File: config.mk
export PLATFORM = sky130hd
export DESIGN_NAME = count_sequencer
export DESIGN_NICKNAME = d
export VERILOG_FILES = /design/src/rtl/count_seq_pkg.sv /design/src/rtl/press_classifier.sv /design/src/rtl/count_sequencer.sv
export SDC_FILE = /design/constraint.sdc
export NUM_CORES = 1
export LEC_CHECK = 0
export ABC_AREA = 1
export CAP_MARGIN = 25
export CORE_MARGIN = 2
export CORE_UTILIZATION = 30
export CTS_CLUSTER_SIZE = 10
export DETAILED_ROUTE_END_ITERATION = 6
export PLACE_DENSITY = 0.47
export SYNTH_ARGS = -nofsm -noshare
export SYNTH_HDL_FRONTEND = slang
export SYNTH_SLANG_ARGS = --single-unit
File: constraint.sdc
create_clock -name clk_i -period 3.4 [get_ports clk_i]
set_clock_uncertainty 0.1 [all_clocks]
set_input_delay 0.68 -clock clk_i [delete_from_list [all_inputs] [get_ports clk_i]]
set_output_delay 0.68 -clock clk_i [all_outputs]
set_load 0.01 [all_outputs]
File: src/rtl/count_seq_pkg.sv
// Shared types for the push-button counter sequencer.
// The mode encoding doubles as the status-LED value on mode_o.
package count_seq_pkg;

    typedef enum logic [1:0] {
        STEP  = 2'd0,
        AUTO  = 2'd1,
        PAUSE = 2'd2,
        CLEAR = 2'd3
    } mode_t;

endpackage

File: src/rtl/press_classifier.sv
// Turns the debounced key level into one-cycle short/long press events.
// A key already held when reset releases stays ignored until it has been released.
module press_classifier #(
    parameter int unsigned LONG_PRESS = 32'd50_000_000
) (
    input  logic clk_i,
    input  logic rst_i,
    input  logic key_i,
    output logic short_evt_o,
    output logic long_evt_o
);

    localparam int unsigned TW = $clog2(LONG_PRESS + 32'd1);
    localparam logic [TW-1:0] LONG_C = TW'(LONG_PRESS);
    localparam logic [TW-1:0] LAST_C = TW'(LONG_PRESS - 32'd1);

    logic          key_q_r;
    logic          armed_r;
    logic [TW-1:0] timer_r;

    logic rise_s;
    logic fall_s;
    logic live_s;
    logic timer_inc_s;

    // Edge detection and event decode; the rising-edge cycle already counts as held.
    always_comb begin
        rise_s      = ~key_q_r & key_i;
        fall_s      = key_q_r & ~key_i;
        live_s      = armed_r | rise_s;
        timer_inc_s = live_s & key_i & (timer_r < LONG_C);
        long_evt_o  = timer_inc_s & (timer_r == LAST_C);
        short_evt_o = armed_r & fall_s & (timer_r < LONG_C);
    end

    // Key history, arming flag and the saturating hold timer.
    always_ff @(posedge clk_i) begin
        if (rst_i) begin
            key_q_r <= 1'b1;
            armed_r <= 1'b0;
            timer_r <= {TW{1'b0}};
        end else begin
            key_q_r <= key_i;
            if (rise_s) begin
                armed_r <= 1'b1;
            end
            if (fall_s) begin
                timer_r <= {TW{1'b0}};
            end else if (timer_inc_s) begin
                timer_r <= timer_r + 1'b1;
            end
        end
    end

endmodule

File: src/rtl/count_sequencer.sv
// Mode controller for the 8-bit counter: STEP / AUTO / PAUSE / CLEAR driven by one button.
// All outputs are registered, so every action shows up one clock after its event.
module count_sequencer
    import count_seq_pkg::*;
#(
    parameter int unsigned LONG_PRESS  = 32'd50_000_000,
    parameter int unsigned AUTO_PERIOD = 32'd25_000_000
) (
    input  logic       clk_i,
    input  logic       rst_i,
    input  logic       key_i,
    output logic       next_o,
    output logic       clr_o,
    output logic [1:0] mode_o
);

    localparam int unsigned TKW = $clog2(AUTO_PERIOD);
    localparam logic [TKW-1:0] TICK_LAST = TKW'(AUTO_PERIOD - 32'd1);

    mode_t          state_r;
    mode_t          state_s;
    logic [TKW-1:0] tick_r;
    logic [TKW-1:0] tick_s;
    logic           next_r;
    logic           next_s;
    logic           clr_r;
    logic           clr_s;
    logic           short_s;
    logic           long_s;
    logic           tick_done_s;

    press_classifier #(
        .LONG_PRESS (LONG_PRESS)
    ) u_press (
        .clk_i       (clk_i),
        .rst_i       (rst_i),
        .key_i       (key_i),
        .short_evt_o (short_s),
        .long_evt_o  (long_s)
    );

    // Next-state and pulse decode; a press event always beats an AUTO tick.
    always_comb begin
        state_s     = state_r;
        next_s      = 1'b0;
        tick_done_s = (tick_r == TICK_LAST);
        case (state_r)
            STEP: begin
                if (long_s) begin
                    state_s = AUTO;
                end else if (short_s) begin
                    next_s = 1'b1;
                end else begin
                    state_s = STEP;
                end
            end
            AUTO: begin
                if (long_s) begin
                    state_s = CLEAR;
                end else if (short_s) begin
                    state_s = PAUSE;
                end else if (tick_done_s) begin
                    next_s = 1'b1;
                end else begin
                    state_s = AUTO;
                end
            end
            PAUSE: begin
                if (long_s) begin
                    state_s = CLEAR;
                end else if (short_s) begin
                    state_s = AUTO;
                end else begin
                    state_s = PAUSE;
                end
            end
            CLEAR: begin
                state_s = STEP;
            end
            default: begin
                state_s = STEP;
            end
        endcase
        clr_s = (state_s == CLEAR);
    end

    // Tick counter: runs only while staying in AUTO, frozen in PAUSE, restarts on every AUTO entry.
    always_comb begin
        if ((state_r == AUTO) && (state_s == AUTO)) begin
            if (tick_done_s) begin
                tick_s = {TKW{1'b0}};
            end else begin
                tick_s = tick_r + 1'b1;
            end
        end else if (state_s == PAUSE) begin
            tick_s = tick_r;
        end else begin
            tick_s = {TKW{1'b0}};
        end
    end

    // State, tick and output registers.
    always_ff @(posedge clk_i) begin
        if (rst_i) begin
            state_r <= STEP;
            tick_r  <= {TKW{1'b0}};
            next_r  <= 1'b0;
            clr_r   <= 1'b0;
        end else begin
            state_r <= state_s;
            tick_r  <= tick_s;
            next_r  <= next_s;
            clr_r   <= clr_s;
        end
    end

    assign mode_o = state_r;
    assign next_o = next_r;
    assign clr_o  = clr_r;

endmodule

==> key figures <==
Setup path
  – Path depth of the worst reg2reg path: 11
  – WS Path Type: in2reg
  – Critical path arrival: 2.74 ns
  – Cell Chain, Critical Path: clkdlybuf4s50_1 > inv_1 > nor2_1 > nor2_1 > nor2_1 > nand3_2 > inv_2 > nand3_1 > or2_1 > a21oi_1
  – Crit-path slowest cell: clkdlybuf4s50_1
  – Reg2reg start: u_press.timer_r[0]$_SDFFE_PP0P_
  – Worst path required time: 3.55 ns
  – Critical path's most frequent cell: nor2_1
  – Worst Setup End Kind: flip-flop
  – Maximum fanout along the worst path: 13
  – CP Launch Point: key_i
  – Worst setup path endpoint: u_press.timer_r[21]$_SDFFE_PP0P_
  – R2R setup slack: 1.03 ns
  – Max incr delay on CP: 0.49 ns
  – Worst reg2reg endpoint: tick_r[23]$_SDFFE_PP0P_
  – CP startpoint kind: input port

Run status
  – Failing checks: DRC
  – Status: complete, but fails checks

Power and ir drop
  – Max VDD drop: 226 uV
  – Net Sw Frac: 21.4%
  – Cell leakage power: 1.32 nW
  – P per Cell Area: 396 nW/um^2
  – Total Power: 1.59 mW
  – Switching power: 0.341 mW
  – Combinational share of power: 2.2%
  – Sequential share of power: 42.3%
  – Clock power frac: 55.5%
  – Internal Pwr Total: 1.25 mW

Logic synthesis
  – Cells after Synth: 505
  – Yosys Warn Count: 0
  – Register bit total from synthesis: 57
  – Syn_area_per_cell: 7.08 um^2
  – Synth Net Count: 510
  – Mapped cell area: 3570 um^2
  – Netlist cell types: around 40
  – Number of enable flip-flop cells after synthesis: 0
  – Post-synth top flop: dfxtp_1
  – Register area share after synthesis: 31.9%
  – Post-synth ARST share: 0%

GRT
  – Met3 Resource Use GR: under 10%
  – Grt total ovfl: 0
  – Largest net degree at the start of global routing: 24
  – Initial antenna violation count: 0
  – First-pass GRT wire length: 14.6 mm
  – GRT Overall Usage: 14.3%
  – M2 GR Usage: 21.7%
  – Global Route met1 Usage: 19.6%
  – GRT busiest layer: met2
  – Vias in the first global route: approximately 3100

Routing
  – Antenna viol nets, final: 0
  – Detailed-route wire length per cell: 12.9 um
  – Detailed-route wire length: 8.48 mm
  – DRC violations left: 1
  – Via Count: 3175
  – Vias per inst: between 4 and 5
  – Iteration-0 DRC Markers: 179
  – First-pass iteration count of the detailed router: 6

Clock tree
  – Bufs on Longest Clock Path: 2
  – Number of CTS-inserted buffers: 9
  – Clock-pin slew on the worst setup and hold paths: 0.05 ns
  – Clock sinks: 57
  – Hold_buf cts: 0
  – Root Buffer: clkbuf_16
  – Htree depth: 3
  – Post-CTS sizing: 0
  – Clk Latency, worst-skew pair: 0.33 ns
  – TritonCTS clock tree: yes
  – # Post-CTS Setup Buffers: 0

Hold path
  – Hold Path Class: reg2reg

Finish
  – Fin util: 34.9%
  – Number of fill cells: ~1200
  – Most frequent cells in the layout: 109 x nand2_1, 57 x dfxtp_1, 56 x nor2_1
  – P&R area growth vs syn: 12.4%
  – Layout cell share with drive strength beyond 1: 19.4%
  – Ant diodes: 0
  – Final #Nets: 516
  – Most common cell after layout, fill and taps aside: nand2_1

Timing
  – Max Fclk: 0.387 GHz
  – Setup slack after layout: about 0.82 ns
  – Setup violators final: 0
  – Post-route setup TNS: 0 ns
  – RSZ-0062 raised after global routing: false
  – Final hold violation count: 0
  – Slew @ Worst Pin: 0.551 ns
  – Worst slew margin: 63.2%
  – Period utilization: 75.9%
  – Max-slew violations: 0
  – Hold_ws: around 0.38 ns
  – Final min period: ~2.6 ns

Placement
  – DPL Wire Length: 6.14 mm
  – Port Buffers: 6
  – Dpl ws: 0.444 ns
  – Routability cong.: 0.840

Flow run
  – Max_cap viols: 0

Floorplan
  – Die span in x: 113 um
  – Die ar.: ~13000 um^2
  – Core area: 11500 um^2
  – Die H: 113 um
  – Row cnt: 39
  – Initial Util: 31.0%
  – Top Ports: 7
[kinds of logic (layout without fill, tap and decap cells)]
family          Yosys count  in the layout  synth area share (%)
fa+ha+maj                 2              2                 0.700
simple gates            292            292                  42.8
flops                    57             57                  31.9
xor+xnor                 13             13                  3.19
compound gates           71             71                  12.4
buf+inv                  70             81                  8.96
[layout make-up]
class	count	area, um^2	share of cell area [%]
well taps	143	179	4.46
repair buffers	8	75.1	1.87
clock buffers	14	284	7.07
inverters	57	214	5.33
flip-flops and latches	57	1140	28.4
clock inverters	2	10.0	0.249
multi-input cells	378	2110	52.6
[synth_stat cells, types with 4 or more instances]
library cell  instances  area, um^2
nand2_1             109         409
dfxtp_1              57        1140
nor2_1               56         210
inv_1                47         176
nand3_1              33         165
a21oi_1              27         135
a21oi_2              20         175
nand3_2              20         200
o21ai_0              19        95.1
nor3_1               17        85.1
xor2_1               11        96.3
nand4_1              10        62.6
inv_2                 9        33.8
nand2_2               9        56.3
nor2_2                9        56.3
nor4_1                5        31.3
clkbuf_1              4        15.0
[critical path, delay by kind of cell]
kind / cells / cell delay, ns
simple gates: 6 / 1.04
buf+inv: 3 / 0.89
compound gates: 1 / 0.11
[power by group through the flow]
stage	clock network [mW]	logic (mW)	registers (mW)
finish	0.882	0.0358	0.672
global route	0.935	0.0401	0.671
CTS	0.904	0.0369	0.672
detailed placement	0	0.0370	0.686
global placement	0	0.0363	0.686
floorplan	0	0.0257	0.686
[how the worst min path moves through the flow]
stage                                             from                      endpoint  slack [ns]  cells after the start
after CTS                 u_press.armed_r$_SDFFE_PP0P_  u_press.armed_r$_SDFFE_PP0P_        0.38                      2
after floorplan           u_press.armed_r$_SDFFE_PP0P_  u_press.armed_r$_SDFFE_PP0P_        0.35                      2
after detailed placement  u_press.armed_r$_SDFFE_PP0P_  u_press.armed_r$_SDFFE_PP0P_        0.37                      2
final                     u_press.armed_r$_SDFFE_PP0P_  u_press.armed_r$_SDFFE_PP0P_        0.38                      2
after global placement    u_press.armed_r$_SDFFE_PP0P_  u_press.armed_r$_SDFFE_PP0P_        0.38                      2
after global routing            tick_r[4]$_SDFFE_PP0P_        tick_r[4]$_SDFFE_PP0P_        0.41                      2
[registers in the layout, indices dropped and copies added, names as in the netlist]
signal           flops
tick_r              25
u_press.key_q_r      1
u_press.armed_r      1
u_press.timer_r     26
mode_o               2
next_o               1
clr_o                1
[stage by stage]
stage               instances  area [um^2]
detailed placement        643         3720
finish                    659         4020
floorplan                 505         3570
global placement          643         3720
global route              659         4020
CTS                       659         4020
[metal layers]
| metal | share of wire (%) | routed length (um) |
|---|---|---|
| met1 | 50 | 4270 |
| met2 | 43 | 3650 |
| met5 | 0 | 0 |
| met4 | 1.6 | 132 |
| met3 | 5.0 | 428 |
Power figures use the tool's default switching activity.
